--- src/rtl/rf_arb_pkg.sv ---
// Shared defaults and grant encoding for the register-file write arbiter.
package rf_arb_pkg;

  localparam int unsigned DATA_W   = 16;
  localparam int unsigned REG_W    = 4;
  localparam int unsigned NUM_REGS = 1 << REG_W;
  localparam int unsigned CNT_W    = 8;

  localparam logic GNT_A = 1'b0;
  localparam logic GNT_B = 1'b1;

endpackage

--- src/rtl/rf_onehot_dec.sv ---
// Register-id to one-hot decoder; output is all zeros when disabled.
module rf_onehot_dec #(
  parameter int unsigned IN_W = 4
) (
  input  logic                     en_i,
  input  logic [IN_W-1:0]          idx_i,
  output logic [(1 << IN_W)-1:0]   onehot_o
);

  always_comb begin
    onehot_o = '0;
    if (en_i) begin
      onehot_o[idx_i] = 1'b1;
    end
  end

endmodule

--- src/rtl/rf_write_arbiter.sv ---
// Round-robin arbiter sharing the register-file write port between ALU (A) and load (B)
// writeback. Define RF_ARB_ZERO_REG_EN to make register 0 hardwired zero.
module rf_write_arbiter #(
  parameter int unsigned DATA_W = rf_arb_pkg::DATA_W,
  parameter int unsigned REG_W  = rf_arb_pkg::REG_W,
  parameter int unsigned CNT_W  = rf_arb_pkg::CNT_W
) (
  input  logic                    clk,
  input  logic                    rst_n,
  input  logic                    a_valid,
  input  logic [REG_W-1:0]        a_reg,
  input  logic [DATA_W-1:0]       a_data,
  output logic                    a_ready,
  input  logic                    b_valid,
  input  logic [REG_W-1:0]        b_reg,
  input  logic [DATA_W-1:0]       b_data,
  output logic                    b_ready,
  output logic                    WriteReg,
  output logic [REG_W-1:0]        DstReg,
  output logic [DATA_W-1:0]       DstData,
  output logic [(1 << REG_W)-1:0] pend_mask,
  output logic [CNT_W-1:0]        conflict_cnt
);

  import rf_arb_pkg::*;

  localparam int unsigned NumRegs = 1 << REG_W;

  logic              last_gnt_q, last_gnt_d;
  logic              wr_q, wr_d;
  logic [REG_W-1:0]  dst_reg_q, dst_reg_d;
  logic [DATA_W-1:0] dst_data_q, dst_data_d;
  logic [CNT_W-1:0]  cnt_q, cnt_d;

  logic a_wr_ok, b_wr_ok;
  logic a_wait, b_wait;
  logic [NumRegs-1:0] dec_out, dec_a, dec_b;

`ifdef RF_ARB_ZERO_REG_EN
  // Writes to r0 still consume a grant but never reach the register file.
  assign a_wr_ok = (a_reg != '0);
  assign b_wr_ok = (b_reg != '0);
`else
  assign a_wr_ok = 1'b1;
  assign b_wr_ok = 1'b1;
`endif

  // Ties go to whichever side did not win last; readies are held low in reset.
  assign a_ready = rst_n & a_valid & (~b_valid | (last_gnt_q == GNT_B));
  assign b_ready = rst_n & b_valid & (~a_valid | (last_gnt_q == GNT_A));

  always_comb begin
    last_gnt_d = last_gnt_q;
    wr_d       = 1'b0;
    dst_reg_d  = dst_reg_q;
    dst_data_d = dst_data_q;
    cnt_d      = cnt_q;

    if (a_ready) begin
      last_gnt_d = GNT_A;
      wr_d       = a_wr_ok;
      dst_reg_d  = a_reg;
      dst_data_d = a_data;
    end else if (b_ready) begin
      last_gnt_d = GNT_B;
      wr_d       = b_wr_ok;
      dst_reg_d  = b_reg;
      dst_data_d = b_data;
    end

    if (a_valid && b_valid && (cnt_q != {CNT_W{1'b1}})) begin
      cnt_d = cnt_q + CNT_W'(1);
    end
  end

  always_ff @(posedge clk or negedge rst_n) begin
    if (!rst_n) begin
      last_gnt_q <= GNT_B;
      wr_q       <= 1'b0;
      dst_reg_q  <= '0;
      dst_data_q <= '0;
      cnt_q      <= '0;
    end else begin
      last_gnt_q <= last_gnt_d;
      wr_q       <= wr_d;
      dst_reg_q  <= dst_reg_d;
      dst_data_q <= dst_data_d;
      cnt_q      <= cnt_d;
    end
  end

  assign WriteReg     = wr_q;
  assign DstReg       = dst_reg_q;
  assign DstData      = dst_data_q;
  assign conflict_cnt = cnt_q;

  assign a_wait = rst_n & a_valid & ~a_ready & a_wr_ok;
  assign b_wait = rst_n & b_valid & ~b_ready & b_wr_ok;

  rf_onehot_dec #(.IN_W(REG_W)) u_dec_out (
    .en_i     (wr_q),
    .idx_i    (dst_reg_q),
    .onehot_o (dec_out)
  );

  rf_onehot_dec #(.IN_W(REG_W)) u_dec_a (
    .en_i     (a_wait),
    .idx_i    (a_reg),
    .onehot_o (dec_a)
  );

  rf_onehot_dec #(.IN_W(REG_W)) u_dec_b (
    .en_i     (b_wait),
    .idx_i    (b_reg),
    .onehot_o (dec_b)
  );

  assign pend_mask = dec_out | dec_a | dec_b;

endmodule

--- config.mk ---
export PLATFORM = sky130hd
export DESIGN_NAME = rf_write_arbiter
export DESIGN_NICKNAME = d
export VERILOG_FILES = /design/src/rtl/rf_arb_pkg.sv /design/src/rtl/rf_onehot_dec.sv /design/src/rtl/rf_write_arbiter.sv
export SDC_FILE = /design/constraint.sdc
export NUM_CORES = 1
export LEC_CHECK = 0
export CORE_ASPECT_RATIO = 0.7
export CORE_MARGIN = 1
export CORE_UTILIZATION = 40
export CTS_CLUSTER_SIZE = 16
export DETAILED_ROUTE_END_ITERATION = 16
export PLACE_DENSITY = 0.79
export SLEW_MARGIN = 40
export SYNTH_ARGS = -nofsm -noshare
export SYNTH_HDL_FRONTEND = slang
export SYNTH_SLANG_ARGS = --single-unit
--- constraint.sdc ---
create_clock -name clk -period 1.9 [get_ports clk]
set_input_delay 0.475 -clock clk [delete_from_list [all_inputs] [get_ports clk]]
set_output_delay 0.475 -clock clk [all_outputs]
set_load 0.005 [all_outputs]
-- Yosys cells after proc, flatten, opt, wreduce, memory -nomap -nowiden
Cells that the tools add are included.
- register bits after elaboration: 30
- output and inout bits: 47
- word-level logic and storage cells: 51
- $add $sub $neg: 1
- eq/ne operators: 1
- order comparisons: 6
- muxes and demuxes: 17
- reduce and logical (&&, ||, !) cells: 6
- bitwise gates (word level): 15
- operator list (kind ; count):
    $mux 16 ; 5
    $or 16x16->16 ; 2
    $lt 4x5->1 const B ; 3
    $demux 1 s4 ; 3
    $ge 4x1->1 const B ; 3
    $add 8x1->8 const B ; 1
    $mux 4 ; 2
    $ne 8x8->1 const B ; 1
    $mux 1 ; 7
    $and 1x1->1 ; 6
    $logic_and 1x1->1 ; 5
    $not 1->1 ; 5
    $or 1x1->1 ; 2
    $reduce_bool 2->1 ; 1

-- Depth between registers and ports, before layout
Gate-level depths: netlist of run 1.
- depth in word-level cells: 8
- gate-level depth with buffers: 5
- gate-level depth less buffers: 5

-- Hierarchy
Synthesis of run 1 repeated with hierarchy kept, for this count alone.
- cell total of the unflattened synthesis: 203
- area, all modules: 1816.7 um2
- modules (own cells, without submodules) (module ; cells each ; area each (um2) ; seq. area each (um2) ; times used):
    rf_write_arbiter ; 134 ; 1458.9 ; 752.0 ; 1
    rf_onehot_dec (u_dec_a ...) ; 23 ; 120.1 ; 0.0 ; 2
    rf_onehot_dec (u_dec_out) ; 23 ; 117.6 ; 0.0 ; 1

-- Worst setup path after synthesis of run 1
Ideal clock, no wire load.
- path kind: register to output
- start: reg last_gnt_q
- end: out pend_mask[12]
- arrival time: 1.294 ns
- cell stages (with the launch flop): 4
- path slack: 0.131 ns
- path through: dfstp_2 nand4_1 or4_1 o311ai_1
- longest elaborated chain between the ends: 7
- ends and longest elaborated chain (element ; line ; RTL):
    start, declared ; rf_write_arbiter.sv:29 ; logic last_gnt_q, last_gnt_d;
    start signal, assigned ; rf_write_arbiter.sv:84 ; last_gnt_q <= last_gnt_d;
    $or 1x1->1 / $not 1->1 (equally long branches) ; rf_write_arbiter.sv:49, rf_write_arbiter.sv:50 ;
    $and 1x1->1 / $or 1x1->1 (equally long branches) ; rf_write_arbiter.sv:49, rf_write_arbiter.sv:50 ;
    $not 1->1 / $and 1x1->1 (equally long branches) ; rf_write_arbiter.sv:97, rf_write_arbiter.sv:50 ;
    $and 1x1->1 / $not 1->1 (equally long branches) ; rf_write_arbiter.sv:97, rf_write_arbiter.sv:98 ;
    $mux 16 / $and 1x1->1 (equally long branches) ; rf_onehot_dec.sv:12, rf_write_arbiter.sv:98 ;
    $or 16x16->16 / $mux 16 (equally long branches) ; rf_write_arbiter.sv:118, rf_onehot_dec.sv:12 ;
    $or 16x16->16 * ; rf_write_arbiter.sv:118 ; assign pend_mask = dec_out | dec_a | dec_b;
    end, declared ; rf_write_arbiter.sv:21 ; output logic [(1 << REG_W)-1:0] pend_mask,
Mark *: on every way between the ends. The rest lies on a longest branch, timed or not.

-- Final worst setup path of run 1
- start: reg last_gnt_q
- end: out pend_mask[13]
Same word-level chain as after synthesis.

==> results of run 1 <==
## metal layers
layer  wire length (microns)  share of wire
met5                       0              0
met1                    3029           0.46
met4                      89          0.014
met3                     556          0.085
met2                    2869           0.44
## cell usage in the layout, fill, tap and decap left out, types with 3 or more instances in the layout
cell type and instances:
inv_1 24, o221ai_2 12, nand2b_1 3, nor2_1 6
a222oi_1 20, clkbuf_8 6, buf_4 31, clkdlybuf4s50_1 63
nand2_1 18, mux2_2 4, buf_2 18, nor4_2 3
nor2b_1 3, dlygate4sd2_1 7, dfrtp_1 28, nand3_1 9
buf_6 10
## layout make-up
class / instances / area, sq um / share of cell area
Clock buffer: 6 / 82.58 / 0.02564
Clock inverter: 2 / 12.51 / 0.003885
Inverter: 26 / 102.6 / 0.03186
Multi-Input combinational cell: 121 / 1041 / 0.3232
Sequential cell: 30 / 753.2 / 0.2339
Tap cell: 52 / 65.06 / 0.02020
Timing Repair Buffer: 132 / 1164 / 0.3613
## cell families after synthesis
kind of cell / Yosys count / share of synthesized area
compound gates: 45 / 0.2325
xor+xnor: 2 / 0.009924
fa+ha+maj: 1 / 0.007086
buf+inv: 36 / 0.08292
flops: 30 / 0.4259
mux: 4 / 0.02551
simple gates: 69 / 0.2162
## flip-flops by register name, indices dropped and copies added (netlist names)
name / flops
conflict_cnt: 8
last_gnt_q: 1
DstReg: 4
WriteReg: 1
DstData: 16
## worst max-delay path by stage
| stage | startpoint | to | cells after the start |
|---|---|---|---|
| after floorplan | last_gnt_q$_DFFE_PN1P_ | pend_mask[12] | 3 |
| after global placement | rst_n | pend_mask[8] | 6 |
| after detailed placement | rst_n | pend_mask[7] | 6 |
| after CTS | last_gnt_q$_DFFE_PN1P_ | pend_mask[12] | 5 |
| after global routing | last_gnt_q$_DFFE_PN1P_ | pend_mask[13] | 7 |
| final | last_gnt_q$_DFFE_PN1P_ | pend_mask[13] | 7 |
## stage by stage
step | hold slack (ps) | setup slack (ps) | util
after CTS | 153.4 | -366.9 | 0.7895
after detailed placement | 493.9 | -937.6 | 0.7208
final | 164.6 | -345.3 | 0.7922
after floorplan | 179.4 | 131.2 | -
after global routing | 157.1 | -433.4 | 0.7922
after global placement | 485.2 | -936.1 | 0.7208
## power by group through the flow
stage          Combinational [mW]  Clock (mW)  Sequential [mW]
2_1_floorplan               0.301           0            0.938
3_3_place_gp                0.880           0            0.938
3_5_place_dp                0.894           0            0.943
4_1_cts                     0.934       0.547            0.936
5_1_grt                      1.03       0.592            0.962
6_report                    0.948       0.539            0.943
## worst max-delay path: cells and delay by family, from the launching register on
kind	cells	cell delay, ps
AOI/OAI and AO/OA	1	190
buffers and inverters	3	440
DFF	1	550
and+or+nand+nor	3	310
## repair_timing
action | 4_1_cts | 5_1_grt
pin swaps | 17 | 4
hold buffers | 0 | 0
setup endpoints to repair | 34 | 19
setup buffers | 9 | 0
resized for setup | 131 | 7
==> metrics, run 1 <==
Reg2Reg Launch Point=conflict_cnt[0]$_DFFE_PN0P_; register area share after synthesis=0.4259; Worst setup EP type=output port; antenna violation net count after detailed routing=0; Final Slew Violations=0; DR vias=approximately 2100; met1 usage=0.4307; Worst-Margin Slew=335.3 ps; Clock power frac=0.222; Setup Skew=between 2 and 2.5 ps; vias in the first global route=2130; CTS sink cnt=30; GR Layer Usage met2=0.4452; Post-Syn Instances=around 190; share of cells above drive strength 1=0.3596; Ys Warns=0; Critical Path Start Type=flop; final non-filler cell total=between 300 and 400; WL final=6.544 mm; sequential share of power=0.388; RSZ-0062 raised after global routing=yes; Async S/R FF share, synth=1.000; cell-internal power=1.647 mW; DP Area=between 2000 and 3000 sq um; slowest cell on the critical path=dfstp_2; Fillers=280; Synth area leader=dfrtp_1; reg-to-reg endpoint=conflict_cnt[1]$_DFFE_PN0P_; Area growth syn-to-layout=82.42%; largest net degree at the start of global routing=22; cts bufs inserted=5; Port Buf Inserts=90; Final Net Count=361; Tightest Hold Check Type=input pin to async pin; Post-synth top cells=dfrtp_1 (29), inv_1 (26), nand2_1 (21); grt met3 use=0.09760; Die Width=between 80 and 90 microns; ys flop type=dfrtp_1; Post-synth EDFFs=0; flops & latches, synth=30; Yosys top cell area share=0.4111; CP peak stage delay=roughly 550 ps; Worst Reg-to-Reg Cells=4; PD cells=~750 nW/um^2; Period minus WS final=about 2200 ps; H-tree depth=2; CP max FO=4; synth top area cells=dfrtp_1 (41%), a222oi_1 (11%), o221ai_1 (6.0%); dpl hpwl=roughly 4.6 mm; count leader, synth=dfrtp_1; Max Fclk=around 450 MHz; switching part of the total=0.3221; antenna violations before repair=0; grt total ovfl=0; Final Cell Area=roughly 3200 sq um; maximum buffer depth of the clock tree=2; final hold vios=0; failing checks=setup timing; Critical Path RT=1420 ps; max cap viols=0; reg2reg setup slack=around 350 ps; setup TNS=-5144 ps; # DRC=0; CORE AREA=4065 sq um; initial DRC count=195; critical path type=flop to output port; Vias/cell=5.737; post-synth cell types=39; fin crit share=1.182; FP Rows=19; NetSw=approximately 0.8 mW; Inst Count DP=about 350; clk_lat worst skew=280 ps; Cell Area, Synth=1765 sq um; Root Driver=clkbuf_8; Leakage=~1.5 nW; nets in the synthesized netlist=232; CP dominant cell by count=buf_6; outcome=finished, violations left; critical path cell sequence=nand4_1 -> buf_6 -> buf_6 -> nor2_4 -> nand2_4 -> o221ai_2 -> buf_2; GR peak layer=met2; Die Footprint=4688 sq um; CTS tree=built; GRT Util Overall=0.3062; worst vdd ir=0.6074 mV; final-report setup violation count=16; routability cong.=approximately 0.96; DR WL/cell=17.73 microns; Ports=just over 90; Gate power share=0.390; clock transition at the registers of the reported paths=roughly 60 ps; first-pass GRT wire length=10.50 mm; Final Power=roughly 2.4 mW; # diodes=0; critical path arrival=roughly 1800 ps; Final WS setup=-345.3 ps; Rel. slew slack=0.7764; syn avg cell area=around 9.4 sq um; Initial Utilization=0.4343; Die Y=~58 microns; TritonRoute pass-1 iters=7
(Power assumes the default switching activity.)
==> run 2: changes to the inputs <==
RECOVER_POWER = 50   (was unset)
==> metrics, run 2 (synthesized netlist as in run 1, its figures left out) <==
RSZ-0062 raised after global routing=yes; Final Net Count=361 (unchanged); Die Y=57.59 microns (unchanged); grt total ovfl=0 (unchanged); Critical Path RT=1420 ps (about the same); Rel. slew slack=0.6988 (-0.07769); share of cells above drive strength 1=0.3533 (-0.006309); sequential share of power=0.389 (about the same); NetSw=0.7801 mW (-0.33%); Worst Reg-to-Reg Cells=4 (unchanged); maximum buffer depth of the clock tree=2 (unchanged); final non-filler cell total=369 (unchanged); most frequent cells in the layout=clkdlybuf4s50_1 (63), buf_4 (29), dfrtp_1 (28); slowest cell on the critical path=dfstp_2; CP max FO=4 (unchanged); routability cong.=0.9640 (unchanged); Die Width=81.41 microns (unchanged); first-pass GRT wire length=10.50 mm (unchanged); commonest non-fill, non-tap cell in the layout=clkdlybuf4s50_1; delay-heaviest family, CP=flip-flops; Final Cell Area=3203 sq um (-0.54%); antenna violations before repair=0 (unchanged); fin crit share=1.183 (+0.001721); WL final=6.549 mm (about the same); DR WL/cell=17.75 microns (about the same); Setup Skew=3.160 ps (+0.9033 ps); final-report setup violation count=17 (+1); GRT Util Overall=0.3062 (unchanged); WP depth=7 (unchanged); cell-internal power=1.644 mW (-0.21%); critical path arrival=1770 ps (about the same); dpl hpwl=4.554 mm (unchanged); clock transition at the registers of the reported paths=70 ps (about the same); Area growth syn-to-layout=81.43%; Initial Utilization=0.4343 (unchanged); Fillers=284 (+1.4%); switching part of the total=0.3218 (about the same); H-tree depth=2 (unchanged); PD cells=756.7 nW/um^2 (+0.29%); Ports=91 (unchanged); DR vias=2157 (+1.9%); CTS tree=built; Worst setup EP type=output port; FP Rows=19 (unchanged); Place WS=-937.6 ps (unchanged); Inst Count DP=352 (unchanged); CP dominant cell by count=buf_6; Root Driver=clkbuf_8; Die Footprint=4688 sq um (unchanged); Worst-Margin Slew=451.9 ps (+116.5 ps); Period minus WS final=2249 ps (+3.270 ps); Max Fclk=444.7 MHz (-0.15%); worst vdd ir=0.6010 mV (-1.0%); critical path type=flop to output port; # diodes=0 (unchanged); Tightest Hold Check Type=input pin to async pin; Gate power share=0.388 (-0.002); max cap viols=0 (unchanged); DP Area=2930 sq um (unchanged); antenna violation net count after detailed routing=0 (unchanged); clk_lat worst skew=290 ps (about the same); max reg flops=16 (unchanged); CTS sink cnt=30 (unchanged); failing checks=setup timing; cts bufs inserted=5 (unchanged); CP peak stage delay=550 ps (about the same); Final WS setup=-348.6 ps (-3.270 ps); Final Slew Violations=0 (unchanged); Clock power frac=0.223 (about the same); final hold vios=0 (unchanged); TritonRoute pass-1 iters=7 (unchanged); outcome=finished, violations left; vias in the first global route=2130 (unchanged); critical path cell sequence=nand4_1 -> buf_6 -> buf_6 -> inv_4 -> nand3_4 -> o221ai_2 -> buf_2; crit path buf inv count=4 (+1); Critical Path Start Type=flop; Port Buf Inserts=90 (unchanged); # DRC=0 (unchanged); Vias/cell=5.846 (+1.9%); initial DRC count=187 (-4.1%); CORE AREA=4065 sq um (unchanged); largest net degree at the start of global routing=22 (unchanged); Leakage=1.474 nW (-0.50%)
## run 2: cell count changes in the layout (fill, tap and decap cells not counted)
cell      change
buf_4         -2
o21bai_1      +1
o21bai_4      -1
clkbuf_1      +1
o21ai_1       -1
clkbuf_2      +1
o21ai_0       +1
## run 2: final timing paths
check | slack, ps | start | to
min in group clk | 520 | DstData[10]$_DFFE_PN0P_ | DstData[10]$_DFFE_PN0P_
hold reg to reg | 520 | DstData[10]$_DFFE_PN0P_ | DstData[10]$_DFFE_PN0P_
hold / removal | 160 | rst_n | conflict_cnt[2]$_DFFE_PN0P_
setup reg to reg | 310 | conflict_cnt[0]$_DFFE_PN0P_ | conflict_cnt[1]$_DFFE_PN0P_
setup / recovery | -350 | last_gnt_q$_DFFE_PN1P_ | pend_mask[11]
max in group asynchronous | 1520 | rst_n | DstData[10]$_DFFE_PN0P_
## run 2: per-layer routing
layer	routed length, microns	global-route usage	up-vias
met2	2910	0.4452	114
met3	571	0.09760	10
met5	0	0	-
met1	2983	0.4307	1062
met4	82	0.09694	0
li1	-	-	971
## run 2: power by group through the flow
stage / combinational (mW) / sequential (mW) / clock [mW]
detailed placement: 0.894 / 0.943 / 0
floorplan: 0.301 / 0.938 / 0
global route: 1.02 / 0.962 / 0.592
CTS: 0.934 / 0.936 / 0.547
finish: 0.942 / 0.943 / 0.539
global placement: 0.880 / 0.938 / 0
## run 2: through the flow
step	power (mW)	hold WS, ps	util	TNS [ps]
2_1_floorplan	1.239	179.4	-	0
3_3_place_gp	1.818	485.2	0.7208	-21460
3_5_place_dp	1.837	493.9	0.7208	-22170
4_1_cts	2.417	153.4	0.7895	-4898
5_1_grt	2.576	157.0	0.7879	-6218
6_report	2.424	157.6	0.7879	-5221
## run 2: cell type report
class	count	area (sq um)	area share
Tap cell	52	65.06	0.02031
Multi-Input combinational cell	121	1030	0.3215
Sequential cell	30	753.2	0.2352
Timing Repair Buffer	132	1157	0.3613
Clock buffer	6	82.58	0.02578
Clock inverter	2	12.51	0.003906
Inverter	26	102.6	0.03203
## run 2: timing repair
action | CTS | global route
endpoints found under the setup margin | 34 | 19
hold buffers | 0 | 0
resized for setup | 131 | 7
cloned | 0 | 0
pin swaps | 17 | 4
buffers inserted | 9 | 0
